**src/rtl/gray_to_binary_code.sv**
```systemverilog
`default_nettype none
// ============================================================================
//  Module      : gray_to_binary_code
//  Description : Registered reflected-binary Gray to binary converter with
//                a one-bit-neighbour (adjacency) checker on the accepted
//                word stream. One word per cycle, no backpressure.
//  Revision    : 1.0  initial release
// ============================================================================
module gray_to_binary_code #(
    parameter int WIDTH = 4
) (
    input  logic             clk,
    input  logic             rst_n,
    input  logic             in_valid,
    input  logic [WIDTH-1:0] G,
    output logic [WIDTH-1:0] bin,
    output logic             out_valid,
    output logic             adj_err
);

    localparam logic [WIDTH-1:0] c_ONE = {{(WIDTH-1){1'b0}}, 1'b1};

    logic [WIDTH-1:0] w_bin;
    logic [WIDTH-1:0] w_diff;
    logic             w_one_bit;

    logic [WIDTH-1:0] r_bin;
    logic             r_out_valid;
    logic             r_adj_err;
    logic [WIDTH-1:0] r_prev_g;
    logic             r_have_prev;

    // Each binary bit is the XOR of all Gray bits at or above its position;
    // expressing it per bit keeps the logic free of a self-referencing chain.
    for (genvar i = 0; i < WIDTH; i++) begin : g_conv
        assign w_bin[i] = ^G[WIDTH-1:i];
    end

    // Adjacent words differ in exactly one bit: the difference is nonzero
    // and clearing its lowest set bit leaves nothing behind.
    always_comb begin
        w_diff    = G ^ r_prev_g;
        w_one_bit = (w_diff != '0) && ((w_diff & (w_diff - c_ONE)) == '0);
    end

    // Accepted words update result, history and the adjacency flag; an idle
    // cycle only drops out_valid so G is never observed when in_valid is low.
    always_ff @(posedge clk) begin
        if (!rst_n) begin
            r_bin       <= '0;
            r_out_valid <= 1'b0;
            r_adj_err   <= 1'b0;
            r_prev_g    <= '0;
            r_have_prev <= 1'b0;
        end else begin
            r_out_valid <= in_valid;
            if (in_valid) begin
                r_bin       <= w_bin;
                r_prev_g    <= G;
                r_have_prev <= 1'b1;
                r_adj_err   <= r_have_prev ? !w_one_bit : 1'b0;
            end
        end
    end

    assign bin       = r_bin;
    assign out_valid = r_out_valid;
    assign adj_err   = r_adj_err;

endmodule
`default_nettype wire

```
**config.mk**
```make
export PLATFORM = sky130hd
export DESIGN_NAME = gray_to_binary_code
export DESIGN_NICKNAME = d
export VERILOG_FILES = /design/src/rtl/gray_to_binary_code.sv
export SDC_FILE = /design/constraint.sdc
export NUM_CORES = 1
export LEC_CHECK = 0
export CORE_AREA = 2 2 39 41
export CTS_BUF_LIST = sky130_fd_sc_hd__clkbuf_8 sky130_fd_sc_hd__clkbuf_16
export DETAILED_ROUTE_END_ITERATION = 10
export DIE_AREA = 0 0 41 43
export GPL_TIMING_DRIVEN = 1
export PLACE_DENSITY = 0.65
export SLEW_MARGIN = 25
export SYNTH_ARGS = -nofsm -noshare
export SYNTH_HDL_FRONTEND = slang
export SYNTH_SLANG_ARGS = --single-unit
```
**constraint.sdc**
```tcl
create_clock -name clk -period 2.4 [get_ports clk]
set_input_delay 0.72 -clock clk [delete_from_list [all_inputs] [get_ports clk]]
set_output_delay 0.72 -clock clk [all_outputs]
set_load 0.02 [all_outputs]
```
==> results of run 1 <==
## cells by family after synthesis
family	count (synthesis)	share of synthesized area, %
xor gates and xnor gates	9	17.8
DFF	10	45.2
buffers and inverters	2	2.82
AOI/OAI and AO/OA	7	10.2
and+or+nand+nor	10	12.7
muxes	5	11.3
## cell usage after synthesis, drive strengths merged, types with 2 or more instances
master / n / area share [%]
dfxtp: 10 / 45
mux2i: 5 / 11
nor2b: 5 / 7.1
xnor2: 9 / 18
o21ai: 2 / 2.3
buf: 2 / 2.8
nand2: 2 / 1.7
a21oi: 2 / 2.3
## flip-flops by register name, summed over array words and instances, names as in the netlist
name and count:
out_valid 1, bin 4, adj_err 1, r_have_prev 1, r_prev_g 3
## power groups by stage
stage / combinational, uW / sequential (uW) / clock, uW
floorplan: 44.5 / 195 / 0
global placement: 85.4 / 187 / 0
detailed placement: 85.9 / 188 / 0
CTS: 86.2 / 184 / 218
global route: 91.5 / 186 / 229
finish: 85.0 / 184 / 210
## worst min path at each step
stage | to | slack [ps] | cells after the start
after detailed placement | r_have_prev | 460 | 1
after floorplan | r_have_prev | 440 | 1
final | r_have_prev | 460 | 1
after CTS | r_have_prev | 470 | 1
after global routing | r_have_prev | 510 | 1
after global placement | r_have_prev | 450 | 1
## layer usage
| layer | vias to the layer above | wire length [um] | track usage (%) |
|---|---|---|---|
| li1 | 172 | - | - |
| met3 | 2 | 26 | 4.71 |
| met5 | - | 0 | 0 |
| met1 | 156 | 373 | 11.0 |
| met4 | 0 | 14 | 12.0 |
| met2 | 6 | 399 | 15.9 |
## area by class of cell
class / instances / area (um^2) / area share, %
tap: 16 / 20.0 / 3.16
timing repair buffer: 13 / 128 / 20.2
clock buffer: 4 / 55.1 / 8.70
multi-input combinational: 31 / 230 / 36.4
sequential: 10 / 200 / 31.6
## metrics by stage
step           total power, uW  worst slack [ps]
2_1_floorplan              239               983
6_report                   479               463
3_3_place_gp               273               428
3_5_place_dp               274               398
4_1_cts                    489               448
5_1_grt                    507               421
==> results.sh, run 1 <==
export IMPL_status="finished clean"
export IMPL_cts_tree="yes"
export IMPL_crit_family="buffers and inverters"
export IMPL_required_ps=1680
export IMPL_crit_chain="clkdlybuf4s50_1"
export IMPL_reg2reg_from="r_prev_g[1]"
export IMPL_grt_max_degree=11
export IMPL_cts_setup_buffers=0
export IMPL_drt_iter0_markers=3
export IMPL_endpoint="bin[3]"
export IMPL_synthCells=43
export IMPL_ys_seq_area_share_pct=45.2
export IMPL_wl_per_cell_um=11.0
export IMPL_fmax_mhz=516
export IMPL_ioPinCount=13
export IMPL_synthFlopType="dfxtp_1"
export IMPL_drtPass1Iterations=4
export IMPL_hold_worst_slack_ps=464
export IMPL_clkTransAtPathRegs_ps=50
export IMPL_synth_enable_flop_cells=0
export IMPL_end_kind="output pin"
export IMPL_skew_ps=1.06
export IMPL_root_buffer="clkbuf_8"
export IMPL_path_class="reg -> out"
export IMPL_vias_per_cell=4.54
export IMPL_dp_hpwl_um=610
export IMPL_num_vias=336
export IMPL_die_x_um=41
export IMPL_p_int_uw=369
export IMPL_synth_seq_cells=10
export IMPL_max_cap_violations=0
export IMPL_initial_core_util_pct=32.0
export IMPL_finish_utilization_pct=45.8
export IMPL_crit_fanout=3
export IMPL_ys_warn_count=0
export IMPL_final_cells=74
export IMPL_grt_overflow_total=0
export IMPL_path_depth=1
export IMPL_antenna_cells=0
export IMPL_clk_latency_ps=230
export IMPL_antenna_found_initial=0
export IMPL_grt_util_all_layers_pct=11.3
export IMPL_synth_fp_nets=50
export IMPL_cts_resized=0
export IMPL_min_period_ps=1940
export IMPL_coreArea_um2=1380
export IMPL_fin_area_um2=633
export IMPL_min_delay_path_class="reg -> reg"
export IMPL_r2r_setup_slack_ps=1370
export IMPL_worstRegToRegCells=4
export IMPL_area_growth_syn_to_layout_pct=42.9
export IMPL_clockPowerShare_pct=43.8
export IMPL_cpMaxStageDelayCell="clkdlybuf4s50_1"
export IMPL_grt_pass1_wl_um=1240
export IMPL_slowest_delay_ps=620
export IMPL_ir_drop_mv=0.310
export IMPL_n_fill_cell=140
export IMPL_drive_gt1_share_pct=8.62
export IMPL_report_final_slew_viol_count=0
export IMPL_arrival_ps=1220
export IMPL_r2r_end="adj_err"
export IMPL_nNetsFinal=66
export IMPL_row_count=14
export IMPL_portBuffers=12
export IMPL_wl_um=813
export IMPL_mostFrequentLayoutCell="clkdlybuf4s50_1"
export IMPL_cp_start_kind="register"
export IMPL_ant_nets=0
export IMPL_p_leak_uw=0.000245
export IMPL_swShare_pct=22.9
export IMPL_synthArstFlopShare_pct=0
export IMPL_path_buf_inv=1
export IMPL_hp_start="r_have_prev"
export IMPL_clock_sinks=10
export IMPL_worstMarginPinSlew_ps=295
export IMPL_dp_cells=70
export IMPL_synth_distinct_cells=15
export IMPL_die_area_um2=1760
export IMPL_htreeDepth=1
export IMPL_layout_common_cells="clkdlybuf4s50_1 (12), dfxtp_1 (10), xnor2_1 (9)"
export IMPL_max_slew_margin_pct=80.3
export IMPL_syn_mean_instance_area_um2=10.3
export IMPL_holdBufCountCts=0
export IMPL_dpl_cell_area_um2=578
export IMPL_fin_setup_tns_ps=0
export IMPL_drc=0
export IMPL_gp_congestion=0.734
export IMPL_cts_max_path_buffers=2
export IMPL_dieHeight_um=43
export IMPL_grt_pass1_vias=295
export IMPL_comb_power_share_pct=17.7
export IMPL_switchingPower_uw=110
export IMPL_power_density_nw_per_um2=757
export IMPL_hold_viol_final=0
export IMPL_timing_final_crit_share_pct=80.7
export IMPL_power_frac_seq_pct=38.5
export IMPL_rsz0062_at_grt="false"
export IMPL_syn_cell_area_um2=443
export IMPL_numCtsBuffers=3
export IMPL_crit_start="bin[3]"
export IMPL_setup_viol=0
No activity file was read; power rests on OpenSTA's default activity.
==> run 2: changes to the inputs <==
Settings changed: PLACE_DENSITY 0.65 to 0.67.
Clock period 2.4 ns to 1.6 ns, I/O delays scaled along.
==> run 2 against run 1 <==
  * Hold slack barely moved
  * Global-route usage increased by 0.83 points
  * Final cell count increased by 5.4%
  * Die area is the same
  * Via count rose by 5.4%
  * Non-clock buffer count grew 4
  * Clock power increased by 47%
  * Clock skew increased by 1.6 ps
  * Register-to-register slack got worse by 820 ps
  * Critical path type is now in -> reg
  * Critical endpoint is now bin[0]
  * Largest power group unchanged
  * Highest routed layer unchanged
==> results.sh, run 2 (synthesis results as in run 1) <==
export IMPL_grt_overflow_total=0
export IMPL_cpMaxStageDelayCell="clkdlybuf4s50_1"
export IMPL_r2r_end="adj_err"
export IMPL_max_slew_margin_pct=79.8
export IMPL_area_growth_syn_to_layout_pct=51.4
export IMPL_crit_fanout=3
export IMPL_timing_final_crit_share_pct=93.3
export IMPL_coreArea_um2=1380
export IMPL_mostFrequentLayoutCell="dfxtp_1"
export IMPL_wl_per_cell_um=10.6
export IMPL_row_count=14
export IMPL_wl_met3_um=29
export IMPL_switchingPower_uw=163
export IMPL_drive_gt1_share_pct=17.7
export IMPL_n_fill_cell=133
export IMPL_comb_power_share_pct=18.7
export IMPL_initial_core_util_pct=32.0
export IMPL_skew_ps=2.65
export IMPL_layout_common_cells="dfxtp_1 (10), xnor2_1 (7), clkdlybuf4s50_1 (6), dlygate4sd2_1 (6)"
export IMPL_grt_pass1_wl_um=1360
export IMPL_numCtsBuffers=3
export IMPL_vias_per_cell=4.54
export IMPL_grt_pass1_vias=348
export IMPL_num_vias=354
export IMPL_hold_viol_final=0
export IMPL_p_total_uw=719
export IMPL_worstRegToRegCells=4
export IMPL_die_x_um=41
export IMPL_ant_nets=0
export IMPL_max_cap_violations=0
export IMPL_crit_family="XOR/XNOR gates"
export IMPL_r2r_setup_slack_ps=550
export IMPL_power_density_nw_per_um2=1070
export IMPL_endpoint="bin[0]"
export IMPL_largest_reg_flops=4
export IMPL_wl_met1_um=357
export IMPL_multi_input_area_um2=245
export IMPL_cp_start_kind="primary input"
export IMPL_path_buf_inv=1
export IMPL_path_class="in -> reg"
export IMPL_finish_utilization_pct=48.5
export IMPL_fmax_mhz=670
export IMPL_drtPass1Iterations=3
export IMPL_power_frac_seq_pct=38.5
export IMPL_root_buffer="clkbuf_8"
export IMPL_register_area_um2=200
export IMPL_dr_wl_met2_um=421
export IMPL_crit_top_cell="xnor2_1"
export IMPL_setup_viol=0
export IMPL_cts_tree="yes"
export IMPL_antenna_found_initial=0
export IMPL_end_kind="register"
export IMPL_nNetsFinal=70
export IMPL_clock_sinks=10
export IMPL_dieHeight_um=43
export IMPL_arrival_ps=1610
export IMPL_crit_start="G[2]"
export IMPL_ioPinCount=13
export IMPL_worstMarginPinSlew_ps=301
export IMPL_drt_iter0_markers=4
export IMPL_htreeDepth=1
export IMPL_wl_um=828
export IMPL_antenna_cells=0
export IMPL_required_ps=1720
export IMPL_slowest_delay_ps=490
export IMPL_path_depth=5
export IMPL_drc=0
export IMPL_ir_drop_mv=0.460
export IMPL_min_period_ps=1490
export IMPL_grt_util_all_layers_pct=12.1
export IMPL_gp_congestion=0.735
export IMPL_report_final_slew_viol_count=0
export IMPL_p_int_uw=557
export IMPL_crit_chain="clkdlybuf4s50_1, xnor2_2, xnor2_1, xnor2_1, a21oi_1"
export IMPL_maxUsedRoutingLayer="met4"
export IMPL_clockPowerShare_pct=42.8
export IMPL_cts_max_path_buffers=2
export IMPL_die_area_um2=1760
export IMPL_reg2reg_from="r_prev_g[0]"
export IMPL_swShare_pct=22.6
export IMPL_status="finished clean"
export IMPL_rsz0062_at_grt="false"
export IMPL_p_leak_uw=0.000296
export IMPL_clk_latency_ps=230
export IMPL_min_delay_path_class="reg -> reg"
export IMPL_portBuffers=12
export IMPL_grt_max_degree=11
export IMPL_clkTransAtPathRegs_ps=50
==> run 2: layout make-up <==
type                       count  share of cell area, %
tap                           16                   2.99
multi-input combinational     31                   36.6
sequential                    10                   29.9
timing repair buffer          17                   22.4
clock buffer                   4                   8.21
==> run 2: layer usage <==
layer / up-vias / global-route usage [%]
li1: 180 / -
met1: 164 / 11.7
met2: 8 / 18.8
met3: 2 / 3.14
met4: 0 / 12.0
met5: - / 0
==> run 2: how the worst min path moves through the flow <==
stage	from	slack (ps)	end	depth (start not counted)
after floorplan	r_have_prev	440	r_have_prev	1
after CTS	r_have_prev	470	r_have_prev	1
after detailed placement	r_have_prev	460	r_have_prev	1
after global placement	r_have_prev	450	r_have_prev	1
after global routing	r_have_prev	490	r_have_prev	1
final	r_have_prev	460	r_have_prev	1
==> run 2: per-stage QoR <==
stage	setup slack (ps)	instance area [um^2]	TNS, ps	instances	hold WS (ps)
2_1_floorplan	423	443	0	43	441
3_3_place_gp	-117	608	-272	74	454
3_5_place_dp	-156	608	-388	74	458
4_1_cts	46.9	656	0	78	469
5_1_grt	23.0	671	0	78	487
6_report	108	671	0	78	464
==> run 2: power groups by stage <==
stage          registers (uW)  logic, uW  clock network (uW)
2_1_floorplan             292       66.8                   0
3_3_place_gp              281        137                   0
3_5_place_dp              282        139                   0
4_1_cts                   277        132                 316
5_1_grt                   279        148                 329
6_report                  277        134                 308
==> run 2: repair_timing <==
action,CTS,global route
hold buffers,0,0
buffers inserted,0,0
endpoints found under the setup margin,6,2
endpoints found under the hold margin,0,0
gates resized for setup,6,2
